`src/rtl/mem_port_arbiter_pkg.sv`:
```
// mem_arb_pkg: shared encodings for the memory port arbiter and its owner FIFO.
// Owner bit values, hold-state encoding and the fixed byte-enable used for fetches.
package mem_arb_pkg;

    // Owner bit stored in the in-order FIFO for every granted transaction
    localparam logic OWN_INS = 1'b0;
    localparam logic OWN_DAT = 1'b1;

    // Instruction fetches always read a full word
    localparam logic [3:0] BE_FULL = 4'b1111;

    // Hold state: which requester is locked in while its request waits for a grant
    typedef enum logic [1:0] {
        S_FREE     = 2'd0,
        S_HOLD_INS = 2'd1,
        S_HOLD_DAT = 2'd2
    } hold_state_e;

    // Hold state that locks in the given owner
    function automatic hold_state_e holdFor(input logic owner);
        return (owner == OWN_DAT) ? S_HOLD_DAT : S_HOLD_INS;
    endfunction

endpackage

```
`src/rtl/mem_port_arbiter_owner_fifo.sv`:
```
// owner_fifo: 1-bit-wide in-order FIFO recording which requester owns each
// accepted-but-unanswered memory transaction. Pointers wrap modulo DEPTH.
module owner_fifo
    import mem_arb_pkg::*;
#(
    parameter int DEPTH = 2,
    parameter int CNT_W = 2
) (
    input  logic             clk,
    input  logic             reset_n,
    input  logic             push_i,
    input  logic             pushOwner_i,
    input  logic             pop_i,
    output logic             headOwner_o,
    output logic             full_o,
    output logic             empty_o,
    output logic [CNT_W-1:0] count_o
);

    localparam int               PTR_W     = (DEPTH > 1) ? $clog2(DEPTH) : 1;
    localparam logic [PTR_W-1:0] LAST_PTR  = PTR_W'(DEPTH - 1);
    localparam logic [CNT_W-1:0] DEPTH_CNT = CNT_W'(DEPTH);

    logic [DEPTH-1:0] slots_q;
    logic [PTR_W-1:0] wrPtr_q;
    logic [PTR_W-1:0] rdPtr_q;
    logic [CNT_W-1:0] count_q;
    logic [CNT_W-1:0] count_d;

    // Pointer advance with explicit wrap so non-power-of-two depths work
    function automatic logic [PTR_W-1:0] nextPtr(input logic [PTR_W-1:0] ptr);
        return (ptr == LAST_PTR) ? '0 : ptr + PTR_W'(1);
    endfunction

    // Occupancy only changes when exactly one of push/pop happens
    always_comb begin
        count_d = count_q;
        if (push_i && !pop_i) begin
            count_d = count_q + CNT_W'(1);
        end else if (pop_i && !push_i) begin
            count_d = count_q - CNT_W'(1);
        end
    end

    // Storage, pointers and occupancy; reset discards every tracked owner
    always_ff @(posedge clk or negedge reset_n) begin
        if (!reset_n) begin
            slots_q <= '0;
            wrPtr_q <= '0;
            rdPtr_q <= '0;
            count_q <= '0;
        end else begin
            if (push_i) begin
                slots_q[wrPtr_q] <= pushOwner_i;
                wrPtr_q          <= nextPtr(wrPtr_q);
            end
            if (pop_i) begin
                rdPtr_q <= nextPtr(rdPtr_q);
            end
            count_q <= count_d;
        end
    end

    assign headOwner_o = slots_q[rdPtr_q];
    assign full_o      = (count_q == DEPTH_CNT);
    assign empty_o     = (count_q == '0);
    assign count_o     = count_q;

endmodule

```
`src/rtl/mem_port_arbiter.sv`:
```
// mem_port_arbiter: shares one OBI-style memory port between instruction fetch
// and the load/store unit. Grants are combinational, a waiting request is held
// on its owner until granted or withdrawn, and responses are routed back in
// issue order through owner_fifo.
// Optional build macro: MEM_ARB_STARVE_GUARD_EN forces an instruction grant
// after STARVE_LIMIT back-to-back data grants that kept fetch waiting.
module mem_port_arbiter
    import mem_arb_pkg::*;
#(
    parameter int MAX_OUTSTANDING = 2,
    parameter int OUT_W           = 2,
    parameter int STARVE_LIMIT    = 4
) (
    input  logic             clk,
    input  logic             reset_n,
    input  logic             ins_req_i,
    input  logic [31:0]      ins_addr_i,
    output logic             ins_gnt_o,
    output logic             ins_rvalid_o,
    output logic [31:0]      ins_rdata_o,
    input  logic             dat_req_i,
    input  logic [31:0]      dat_addr_i,
    input  logic             dat_we_i,
    input  logic [3:0]       dat_be_i,
    input  logic [31:0]      dat_wdata_i,
    output logic             dat_gnt_o,
    output logic             dat_rvalid_o,
    output logic [31:0]      dat_rdata_o,
    output logic             mem_req_o,
    output logic [31:0]      mem_addr_o,
    output logic             mem_we_o,
    output logic [3:0]       mem_be_o,
    output logic [31:0]      mem_wdata_o,
    input  logic             mem_gnt_i,
    input  logic             mem_rvalid_i,
    input  logic [31:0]      mem_rdata_i,
    output logic [OUT_W-1:0] outstanding_o,
    output logic             err_spurious_o
);

    // Elaboration-time sanity of the configuration
    if (MAX_OUTSTANDING < 1 || MAX_OUTSTANDING > 4) begin : gBadDepth
        $error("mem_port_arbiter: MAX_OUTSTANDING must be 1..4");
    end
    if ((1 << OUT_W) <= MAX_OUTSTANDING) begin : gBadCountWidth
        $error("mem_port_arbiter: OUT_W too narrow for MAX_OUTSTANDING");
    end
    if (STARVE_LIMIT < 1) begin : gBadStarveLimit
        $error("mem_port_arbiter: STARVE_LIMIT must be at least 1");
    end

    hold_state_e holdState_q;
    logic        errSpurious_q;

    logic ownerSel;
    logic ownerReq;
    logic fifoFull;
    logic fifoEmpty;
    logic fifoHead;
    logic popValid;
    logic issueReq;
    logic memGrant;
    logic insGrant;
    logic datGrant;
    logic forceIns;

`ifdef MEM_ARB_STARVE_GUARD_EN
    localparam int                  STARVE_W   = $clog2(STARVE_LIMIT + 1);
    localparam logic [STARVE_W-1:0] STARVE_MAX = STARVE_W'(STARVE_LIMIT);

    logic [STARVE_W-1:0] starveCnt_q;
    logic [STARVE_W-1:0] starveCnt_d;

    // Count data grants that left fetch waiting; any fetch grant starts over
    always_comb begin
        starveCnt_d = starveCnt_q;
        if (insGrant) begin
            starveCnt_d = '0;
        end else if (datGrant && ins_req_i && (starveCnt_q != STARVE_MAX)) begin
            starveCnt_d = starveCnt_q + STARVE_W'(1);
        end
    end

    // Starvation counter register
    always_ff @(posedge clk or negedge reset_n) begin
        if (!reset_n) begin
            starveCnt_q <= '0;
        end else begin
            starveCnt_q <= starveCnt_d;
        end
    end

    assign forceIns = (starveCnt_q == STARVE_MAX);
`else
    assign forceIns = 1'b0;
`endif

    // Pick the owner: a held owner keeps the port, otherwise data has priority
    always_comb begin
        ownerSel = OWN_INS;
        case (holdState_q)
            S_HOLD_INS: ownerSel = OWN_INS;
            S_HOLD_DAT: ownerSel = OWN_DAT;
            default: begin
                if (forceIns && ins_req_i) begin
                    ownerSel = OWN_INS;
                end else if (dat_req_i) begin
                    ownerSel = OWN_DAT;
                end else begin
                    ownerSel = OWN_INS;
                end
            end
        endcase
    end

    // A full FIFO blocks issue unless a response frees a slot this same cycle
    assign ownerReq = (ownerSel == OWN_DAT) ? dat_req_i : ins_req_i;
    assign popValid = mem_rvalid_i & ~fifoEmpty;
    assign issueReq = ownerReq & (~fifoFull | popValid);
    assign memGrant = issueReq & mem_gnt_i;
    assign insGrant = memGrant & (ownerSel == OWN_INS);
    assign datGrant = memGrant & (ownerSel == OWN_DAT);

    // Downstream request fields come from the owner, or are zero when idle
    always_comb begin
        mem_addr_o  = '0;
        mem_we_o    = 1'b0;
        mem_be_o    = '0;
        mem_wdata_o = '0;
        if (issueReq) begin
            if (ownerSel == OWN_DAT) begin
                mem_addr_o  = dat_addr_i;
                mem_we_o    = dat_we_i;
                mem_be_o    = dat_be_i;
                mem_wdata_o = dat_wdata_i;
            end else begin
                mem_addr_o  = ins_addr_i;
                mem_be_o    = BE_FULL;
            end
        end
    end

    // Hold FSM: lock in an ungranted owner until granted or it withdraws
    always_ff @(posedge clk or negedge reset_n) begin
        if (!reset_n) begin
            holdState_q <= S_FREE;
        end else begin
            case (holdState_q)
                S_FREE: begin
                    if (issueReq && !mem_gnt_i) begin
                        holdState_q <= holdFor(ownerSel);
                    end
                end
                S_HOLD_INS: begin
                    if (mem_gnt_i || !ins_req_i) begin
                        holdState_q <= S_FREE;
                    end
                end
                S_HOLD_DAT: begin
                    if (mem_gnt_i || !dat_req_i) begin
                        holdState_q <= S_FREE;
                    end
                end
                default: holdState_q <= S_FREE;
            endcase
        end
    end

    // Sticky flag for a response that has no transaction to belong to
    always_ff @(posedge clk or negedge reset_n) begin
        if (!reset_n) begin
            errSpurious_q <= 1'b0;
        end else if (mem_rvalid_i && fifoEmpty) begin
            errSpurious_q <= 1'b1;
        end
    end

    owner_fifo #(
        .DEPTH (MAX_OUTSTANDING),
        .CNT_W (OUT_W)
    ) uOwnerFifo (
        .clk         (clk),
        .reset_n     (reset_n),
        .push_i      (memGrant),
        .pushOwner_i (ownerSel),
        .pop_i       (popValid),
        .headOwner_o (fifoHead),
        .full_o      (fifoFull),
        .empty_o     (fifoEmpty),
        .count_o     (outstanding_o)
    );

    assign mem_req_o      = issueReq;
    assign ins_gnt_o      = insGrant;
    assign dat_gnt_o      = datGrant;
    assign ins_rvalid_o   = popValid & (fifoHead == OWN_INS);
    assign dat_rvalid_o   = popValid & (fifoHead == OWN_DAT);
    assign ins_rdata_o    = ins_rvalid_o ? mem_rdata_i : '0;
    assign dat_rdata_o    = dat_rvalid_o ? mem_rdata_i : '0;
    assign err_spurious_o = errSpurious_q;

endmodule

```
`config.mk`:
```
export PLATFORM = sky130hd
export DESIGN_NAME = mem_port_arbiter
export DESIGN_NICKNAME = d
export VERILOG_FILES = /design/src/rtl/mem_port_arbiter_pkg.sv /design/src/rtl/mem_port_arbiter_owner_fifo.sv /design/src/rtl/mem_port_arbiter.sv
export SDC_FILE = /design/constraint.sdc
export NUM_CORES = 1
export LEC_CHECK = 0
export ABC_AREA = 1
export ABC_CLOCK_PERIOD_IN_PS = 1900
export CAP_MARGIN = 40
export CORE_AREA = 4 4 108 110
export CTS_BUF_LIST = sky130_fd_sc_hd__clkbuf_4
export DETAILED_ROUTE_END_ITERATION = 7
export DIE_AREA = 0 0 112 114
export PLACE_DENSITY = 0.66
export SYNTH_ARGS = -nofsm -noshare
export SYNTH_HDL_FRONTEND = slang
export SYNTH_SLANG_ARGS = --single-unit
```
`constraint.sdc`:
```
create_clock -name clk -period 1.9 [get_ports clk]
set_input_delay 0.285 -clock clk [delete_from_list [all_inputs] [get_ports clk]]
set_output_delay 0.285 -clock clk [all_outputs]
set_load 0.05 [all_outputs]
```
# ---- After elaboration in Yosys (flattened, before gate mapping)
# Cells that the tools add are included.
dict set report word_totals {
  out_inout_bits 141
  inputBits 139
  reg_bits 9
  elab_cells 74
}
dict set report classes {
  n_eq_ne 6
  addsub 4
  bitwise_logic 12
  n_lt_le_gt_ge 3
  muxes 27
  reduce_logical 16
}
# operator count
set ops {}
lappend ops {{$mux W32} 6}
lappend ops {{$mux W2} 6}
lappend ops {{$mux W1} 9}
lappend ops {{$mux W4} 2}
lappend ops {{$and A1 B1 Y1} 7}
lappend ops {{$ne A2 B2 Y1 const B} 3}
lappend ops {{$pmux W2 S3} 1}
lappend ops {{$logic_and A1 B1 Y1} 5}
lappend ops {{$logic_not A1 Y1} 5}
lappend ops {{$eq A2 B2 Y1 const B} 2}
lappend ops {{$logic_not A2 Y1} 2}
lappend ops {{$lt A1 B2 Y1 const B} 2}
lappend ops {{$not A1 Y1} 4}
lappend ops {{$reduce_and A3 Y1} 1}
lappend ops {{$add A1 B1 Y1 const B} 2}
lappend ops {{$add A2 B1 Y2 const B} 1}
lappend ops {{$bwmux W2} 1}
lappend ops {{$eq A2 B1 Y1 const B} 1}
lappend ops {{$logic_or A1 B1 Y1} 2}
lappend ops {{$pmux W1 S2} 1}
lappend ops {{$reduce_bool A2 Y1} 1}
lappend ops {{$sub A2 B1 Y2 const B} 1}
lappend ops {{$demux W1 S1} 1}
lappend ops {{$ge A1 B1 Y1 const B} 1}
lappend ops {{$or A1 B1 Y1} 1}

# ---- Logic depth before layout (Yosys ltp)
# Gate-level depths: netlist of run 1.
dict set report logic_depth {
  ltp_word 10
  ltp_mapped 12
  mapped_depth_nobuf 12
}

# ---- Hierarchy
# Synthesis of run 1 repeated with hierarchy kept, for this count alone.
dict set report hier_totals {
  hier_cells 368
  hier_area_um2 1773.0
}
# module n_inst cells_each seq_area_each_um2 area_per_inst_um2
set modules_own_cells {}
lappend modules_own_cells {mem_port_arbiter 1 336 75.1 1480.2}
lappend modules_own_cells {owner_fifo 1 32 150.1 292.8}

# ---- Worst setup path before layout of run 1
# Ideal clock, no wire load.
dict set report synth_timing {
  kind {register to output}
  start {register uOwnerFifo.count_q[1], in the netlist uOwnerFifo.count_o[1]}
  end {output port dat_rdata_o[0]}
  required_time_ns 1.615
  stages_incl_launch_ff 7
  arrival_ns 2.344
  path_buffers 0
  path_slack_ns -0.729
  cell_sequence {dfrtp_1 > inv_1 > a21oi_4 > inv_2 > nor2_2 > inv_2 > nor2_1}
}
dict set report synth_via {
  elab_chain_cells 5
}
# item line
set synth_rtl {}
lappend synth_rtl {{start: declaration} mem_port_arbiter_owner_fifo.sv:27} ;# logic [CNT_W-1:0] count_q;
lappend synth_rtl {{start signal: assignment} mem_port_arbiter_owner_fifo.sv:60} ;# count_q <= count_d;
lappend synth_rtl {{$logic_not A2 Y1} mem_port_arbiter_owner_fifo.sv:66} ;# assign empty_o = (count_q == '0);
lappend synth_rtl {{$not A1 Y1} mem_port_arbiter.sv:118} ;# assign popValid = mem_rvalid_i & ~fifoEmpty;
lappend synth_rtl {{$and A1 B1 Y1} mem_port_arbiter.sv:118}
lappend synth_rtl {{$and A1 B1 Y1} mem_port_arbiter.sv:197} ;# assign dat_rvalid_o = popValid & (fifoHead == OWN_DAT);
lappend synth_rtl {{net dat_rvalid_o} mem_port_arbiter.sv:27} ;# output logic dat_rvalid_o,
lappend synth_rtl {{$mux W32} mem_port_arbiter.sv:199} ;# assign dat_rdata_o = dat_rvalid_o ? mem_rdata_i : '0;
lappend synth_rtl {{end: declaration} mem_port_arbiter.sv:28} ;# output logic [31:0] dat_rdata_o,
# The timed path passes the listed nets, and every way through them passes these cells.

# ---- Worst setup path in the final report of run 1
dict set report layout_timing {
  start {register holdState_q[0]}
  end {output port mem_addr_o[20]}
}
dict set report layout_via {
  elab_chain_cells 5
  elab_cells_between_ends 7
  classes_between {eq/ne (2); mux (4); bitwise (1)}
}
# item line
set layout_rtl {}
lappend layout_rtl {{start: declaration} mem_port_arbiter.sv:52} ;# hold_state_e holdState_q;
lappend layout_rtl {{start signal: assignment} mem_port_arbiter.sv:151} ;# holdState_q <= holdFor(ownerSel);
lappend layout_rtl {{$eq A2 B2 Y1 or $eq A2 B1 Y1 (tied branches)} mem_port_arbiter.sv:101} ;# case (holdState_q)
lappend layout_rtl {{$pmux W1 S2 *} mem_port_arbiter.sv:101}
lappend layout_rtl {{$mux W1} mem_port_arbiter.sv:117} ;# assign ownerReq = (ownerSel == OWN_DAT) ? dat_req_i : ins_req_i;
lappend layout_rtl {{$and A1 B1 Y1} mem_port_arbiter.sv:119} ;# assign issueReq = ownerReq & (~fifoFull | popValid);
lappend layout_rtl {{$mux W32 *} mem_port_arbiter.sv:130} ;# if (issueReq) begin
lappend layout_rtl {{end: declaration} mem_port_arbiter.sv:30} ;# output logic [31:0] mem_addr_o,
# Mark *: on every way between the ends. The rest lies on a longest branch, timed or not.

==> results.py, run 1 <==
metrics = {
    "clock_tree": {
        "cts_sinks": 9,
        "cts_made_buffers": 3,
        "clock_latency_ns": 0.27,
        "clock_path_buffers": 2,
        "root_buffer": "clkbuf_4",
        "clk_pin_slew_ns": 0.08,
        "htreeDepth": 1,
        "hold_buffers": 0,
        "cts_tree": "done",
    },
    "floorplanning": {
        "pin_count": 280,
        "dieHeight_um": 114,
        "rows": 38,
        "core_mm2": 0.0107,
        "dieArea_mm2": 0.0128,
        "die-width_um": 112,
        "initial_core_util_pct": 17.2,
    },
    "yosys": {
        "ys_warn_count": 0,
        "syn-num-nets": 505,
        "yosysTopAreaCell": "nand2_1",
        "synth_area_leaders": "nand2_1, nor2_1, dfrtp_1",
        "syn_area_per_cell_um2": 5.08,
        "ys_ff_latch": 9,
        "syn_inst": 362,
        "synth_area_mm2": 0.00184,
        "ys_seq_area_share_pct": 12.3,
        "yosysUniqueCellTypes": 21,
        "synth_top_area_share_pct": 24.1,
    },
    "detailed_routing": {
        "routed_wl_mm": 13.7,
        "wl_met1_mm": 4.25,
        "wl_met3_mm": 1.31,
        "ant_nets": 0,
        "highest-signal-layer": "met4",
        "num_vias": 3531,
        "first_pass_iters": 4,
        "avgViaCountPerCell": 4.36,
        "wl_per_cell_um": 16.9,
        "drtIter0Drc": 94,
        "remaining_drc_errors": 0,
        "routed-wl-met2_mm": 7.89,
    },
    "timing": {
        "worst_pin_slew_ns": 0.421,
        "setup_viol": 75,
        "fin_crit_sh_pct": 121,
        "maxSlewHeadroom_pct": 71.8,
        "hold_violations": 0,
        "min_period_ns": 2.30,
        "setup_ws_ns": -0.402,
        "drv_slew": 0,
        "skew_ns": 0.0143,
        "fmax_mhz": 434,
        "rsz0062_at_grt": "yes",
        "finalSetupTns_ns": -26.18,
    },
    "grt": {
        "grt_start_max_net_pins": 41,
        "grt_pass1_vias": 3832,
        "grt_pass1_wl_mm": 19.9,
        "gr-total-overflow": 0,
        "antenna_found_initial": 1,
        "grtUsageTotal_pct": 19.4,
    },
    "worst_setup_path": {
        "crit_required_ns": 1.62,
        "r2r_end": "uOwnerFifo.count_o[1]",
        "timing.critical_path.mode_cell": "buf_12",
        "crit_fanout": 7,
        "critPathLaunch": "holdState_q[0]",
        "end_kind": "primary output",
        "path_cells": "inv_2 -> ha_4 -> inv_4 -> nand2_4 -> nand3_4 -> nand2_4 -> nand2_8 -> buf_12 -> buf_12 -> a21oi_4 -> buf_12",
        "rrSetupSlack_ns": -0.40,
        "timing.rr.start": "holdState_q[0]",
        "crit_type": "reg2out",
        "crit_path_start_kind": "flop",
        "crit_slowest_cell": "dfrtp_1",
        "worst-endpoint-arrival_ns": 2.02,
        "r2r_cells": 14,
        "critical_path.max_stage_delay_ns": 0.38,
    },
    "power_and_ir_drop": {
        "power_density_mw_per_mm2": 1720,
        "power.leakage_nw": 3.12,
        "ir_worst_vdd_uv": 1240,
    },
    "place": {
        "place.gp.congestion": 0.836,
        "port_buffers": 279,
        "dp_hpwl_mm": 11.0,
        "dpl.cell_count": 786,
        "dpl-instance-area_mm2": 0.00722,
    },
    "status": {
        "violations": "negative setup slack",
        "status": "finished, violations left",
    },
    "final_layout": {
        "layout.nets": 813,
        "layout_common_cells": "buf_12, clkdlybuf4s50_1, nand2_1, nor2_4, inv_1",
        "layout_commonest_cell": "buf_12",
        "final_cell_area_mm2": 0.00784,
        "syn_to_final_growth_pct": 326,
        "drive_gt1_share_pct": 53.7,
        "final_cells": 810,
    },
    "flow_run": {
        "maxCapViolCount": 0,
    },
    "min_path": {
        "hold_class": "in2async",
    },
}
per-layer routing:
layer | GRT usage (%) | up-vias
li1 | - | 1687
met1 | 17.4 | 1636
met4 | 4.09 | 0
met5 | 0 | -
met2 | 41.0 | 191
met3 | 6.68 | 17
area by class of cell:
| type | count | area (um2) |
|---|---|---|
| clock buffers | 3 | 22.5 |
| inverters | 47 | 186 |
| multi-input cells | 282 | 2350 |
| diodes | 1 | 2.50 |
| flip-flops and latches | 9 | 228 |
| fillers | 705 | 2860 |
| well taps | 140 | 175 |
| clock inverters | 1 | 5.00 |
| repair buffers | 327 | 4860 |
critical path: cells and delay by family (launching register included):
family | cells | cell delay, ns
AND/OR/NAND/NOR | 4 | 0.32
adder cells (fa/ha/maj) | 1 | 0.30
flip-flops | 1 | 0.38
buffers and inverters | 5 | 0.59
AO/OA/AOI/OAI | 1 | 0.16
logic make-up (layout without fill, tap and decap cells):
family / after synthesis / in the layout / share of synthesized area (%)
AO/OA/AOI/OAI: 38 / 38 / 11.4
XOR/XNOR: 3 / 3 / 1.43
adder cells (fa/ha/maj): 4 / 4 / 2.72
buffers and inverters: 71 / 378 / 17.8
flip-flops: 9 / 9 / 12.3
multiplexers: 1 / 1 / 0.545
other: 0 / 1 / 0
AND/OR/NAND/NOR: 236 / 236 / 53.8
cells in the mapped netlist:
| cell | count |
|---|---|
| nand2_1 | 118 |
| nor2_1 | 79 |
| inv_1 | 43 |
| a21oi_1 | 33 |
| nor2_2 | 29 |
| buf_2 | 13 |
| dfrtp_1 | 9 |
| nand3_1 | 7 |
| buf_4 | 4 |
| buf_6 | 4 |
| ha_1 | 4 |
| inv_2 | 4 |
| clkbuf_1 | 3 |
| nor2_4 | 3 |
| o21ai_0 | 2 |
| xor2_1 | 2 |
| a21oi_4 | 1 |
| a22o_1 | 1 |
| a31o_2 | 1 |
| mux2i_1 | 1 |
| xnor2_1 | 1 |
report_power, final:
| group | total, mW | switching, mW | internal [mW] |
|---|---|---|---|
| Clock | 0.152 | 0.0744 | 0.0776 |
| Sequential | 0.364 | 0.0851 | 0.279 |
| Combinational | 12.9 | 7.12 | 5.81 |
| Total | 13.4 | 7.28 | 6.16 |
worst max path at each step:
stage	to	slack (ns)
floorplan	dat_rdata_o[21]	-0.13
global route	mem_addr_o[20]	-0.50
CTS	mem_wdata_o[25]	-0.42
global placement	mem_wdata_o[31]	-0.20
finish	mem_addr_o[20]	-0.40
detailed placement	mem_wdata_o[28]	-0.24
stage by stage:
| stage | hold WS [ns] | power (mW) | util [%] | worst slack (ns) |
|---|---|---|---|---|
| after global placement | 0.457 | 11.8 | 67.5 | -0.199 |
| final | 0.314 | 13.4 | 73.2 | -0.402 |
| after CTS | 0.329 | 13.1 | 71.2 | -0.416 |
| after detailed placement | 0.466 | 12.0 | 67.5 | -0.235 |
| after global routing | 0.338 | 14.0 | 73.2 | -0.503 |
| after floorplan | -0.0106 | 6.80 | - | -0.127 |
timing repair:
item,in CTS,in global routing
buffers inserted,10,4
gates resized for setup,39,36
cloned,5,2
endpoints found under the setup margin,139,134
pin swaps,12,15
registers in the layout (all words and copies together), names as in the netlist:
signal              count
err_spurious_o          1
holdState_q             2
uOwnerFifo.count_o      2
uOwnerFifo.rdPtr_q      1
uOwnerFifo.slots_q      2
uOwnerFifo.wrPtr_q      1
Power figures use the tool's default switching activity.
==> run 2, diff against run 1 <==
ABC_CLOCK_PERIOD_IN_PS = 2980   (was 1900)
CORE_AREA = 4 4 106 108   (was 4 4 108 110)
DIE_AREA = 0 0 110 112   (was 0 0 112 114)
GPL_ROUTABILITY_DRIVEN = 0   (was not set)
PLACE_DENSITY = 0.65   (was 0.66)
clock period = 2.98 ns   (was 1.9 ns; I/O delays follow)
==> run 2 against run 1 <==
  * The flow now finishes without violations
  * Critical path depth down 1
  * Register-to-register slack better by 1.2 ns
  * Count of clock-buffer cells in the layout unchanged
  * Largest power group unchanged
  * Critical endpoint is now mem_addr_o[31]
  * Critical path type unchanged
  * Flip-flop and latch count unchanged
==> results.py, run 2 (synthesis results as in run 1) <==
metrics = {
    "clock_tree": {
        "clock_path_buffers": 2,
        "clk_pin_slew_ns": 0.08,
        "cts_made_buffers": 3,
        "cts_sinks": 9,
        "root_buffer": "clkbuf_4",
        "htreeDepth": 1,
        "postCtsSetupRepairBufs": 0,
        "cts_resized": 0,
        "cts_tree": "done",
        "clock_latency_ns": 0.27,
        "hold_buffers": 0,
    },
    "worst_setup_path": {
        "timing.rr.start": "holdState_q[0]",
        "crit_type": "reg2out",
        "r2r_end": "uOwnerFifo.count_o[1]",
        "worst-endpoint-arrival_ns": 2.27,
        "rrSetupSlack_ns": 0.77,
        "crit_fanout": 22,
        "r2r_cells": 12,
        "crit_required_ns": 2.53,
        "end_kind": "primary output",
        "crit_path_start_kind": "flop",
    },
    "detailed_routing": {
        "wl_per_cell_um": 14.2,
        "first_pass_iters": 4,
        "routed_wl_mm": 10.9,
        "remaining_drc_errors": 0,
        "avgViaCountPerCell": 4.19,
        "num_vias": 3205,
        "ant_nets": 0,
        "drtIter0Drc": 88,
    },
    "place": {
        "port_buffers": 279,
        "dp_hpwl_mm": 9.68,
        "dpl.cell_count": 761,
    },
    "power_and_ir_drop": {
        "clkPwrFrac_pct": 1.6,
        "comb_power_share_pct": 95.0,
        "switchingPower_mw": 3.62,
        "power_density_mw_per_mm2": 1040,
        "power.leakage_nw": 2.71,
        "p_int_mw": 2.78,
        "ir_worst_vdd_uv": 721,
        "seqPwrFrac_pct": 3.4,
        "swShare_pct": 56.6,
        "power_mw": 6.40,
    },
    "timing": {
        "drv_slew": 0,
        "maxSlewHeadroom_pct": 63.1,
        "skew_ns": 0.00846,
        "fmax_mhz": 369,
        "setup_viol": 0,
        "min_period_ns": 2.71,
        "rsz0062_at_grt": "no",
        "hold_violations": 0,
        "worst_pin_slew_ns": 0.552,
        "finalSetupTns_ns": 0,
        "fin_crit_sh_pct": 91.0,
    },
    "final_layout": {
        "syn_to_final_growth_pct": 233,
        "drive_gt1_share_pct": 30.2,
        "layout_commonest_cell": "clkdlybuf4s50_1",
        "final_core_util_pct": 59.9,
        "layout.nets": 773,
        "num-fill-cells": 863,
        "layout_common_cells": "clkdlybuf4s50_1, buf_12, nand2_1, nor2_1, inv_1",
        "final_cells": 765,
        "antenna_cells": 0,
    },
    "floorplanning": {
        "dieArea_mm2": 0.0123,
        "core_mm2": 0.0102,
        "initial_core_util_pct": 18.0,
        "dieHeight_um": 112,
        "rows": 37,
        "die-width_um": 110,
        "pin_count": 280,
    },
    "grt": {
        "antenna_found_initial": 0,
        "grtUsageTotal_pct": 16.1,
        "grt_start_max_net_pins": 49,
        "gr-total-overflow": 0,
        "grt_pass1_vias": 3222,
        "grt_pass1_wl_mm": 16.1,
    },
    "flow_run": {
        "maxCapViolCount": 0,
    },
    "min_path": {
        "hold_class": "in2async",
    },
    "status": {
        "status": "complete, no violations",
    },
}
-- run 2: cell types whose count changed in the layout (fill, tap and decap cells not counted), moves of 13 or more --
cell,delta
nor2_4,-81
nor2_1,+73
a21oi_1,+33
a21oi_4,-32
buf_4,-15
buf_12,-13
-- run 2: area by class of cell --
type / count / area [um2] / share of cell area [%]
tap: 136 / 170 / 2.78
timing repair buffer: 287 / 4230 / 69.1
multi-input combinational: 282 / 1290 / 21.1
clock inverter: 1 / 5.00 / 0.0817
sequential: 9 / 225 / 3.68
inverter: 47 / 176 / 2.88
clock buffer: 3 / 22.5 / 0.368
-- run 2: worst max-delay path: stages, from the launching register on --
cell and delay [ns]:
dfrtp_1 0.40, inv_1 0.08, ha_1 0.30, inv_1 0.05
nand2_1 0.08, nand2_2 0.07, inv_2 0.28, buf_4 0.23
nand2_1 0.06, a21oi_1 0.25, buf_12 0.18
-- run 2: per-layer routing --
| metal | share of wire, % | global-route usage (%) | vias up |
|---|---|---|---|
| met4 | 1.0 | 2.58 | 0 |
| met5 | 0 | 0 | - |
| met2 | 54 | 31.9 | 185 |
| met1 | 32 | 15.6 | 1412 |
| li1 | - | - | 1600 |
| met3 | 13 | 5.91 | 8 |
-- run 2: through the flow --
stage | setup WS, ns | cell area, um2 | hold WS (ns)
final | 0.267 | 6120 | 0.471
after global routing | 0.0488 | 6120 | 0.492
after CTS | 0.249 | 6120 | 0.481
after detailed placement | 0.375 | 6100 | 0.466
after global placement | 0.452 | 6100 | 0.453
after floorplan | 0.189 | 1840 | 0.151
-- run 2: worst max-delay path by stage --
stage	start	end	depth (start not counted)
finish	holdState_q[0]	mem_addr_o[31]	10
global route	holdState_q[1]	mem_addr_o[31]	10
global placement	mem_rvalid_i	dat_rdata_o[7]	9
floorplan	uOwnerFifo.count_o[1]	dat_rdata_o[0]	6
detailed placement	mem_rvalid_i	dat_rdata_o[4]	9
CTS	holdState_q[0]	mem_addr_o[31]	10
-- run 2: power by group through the flow --
stage          logic [mW]  clock network, mW  registers (mW)
2_1_floorplan        3.13                  0           0.261
3_3_place_gp         6.06                  0           0.216
3_5_place_dp         6.13                  0           0.219
4_1_cts              6.14              0.103           0.219
5_1_grt              6.35              0.109           0.226
6_report             6.08              0.101           0.219
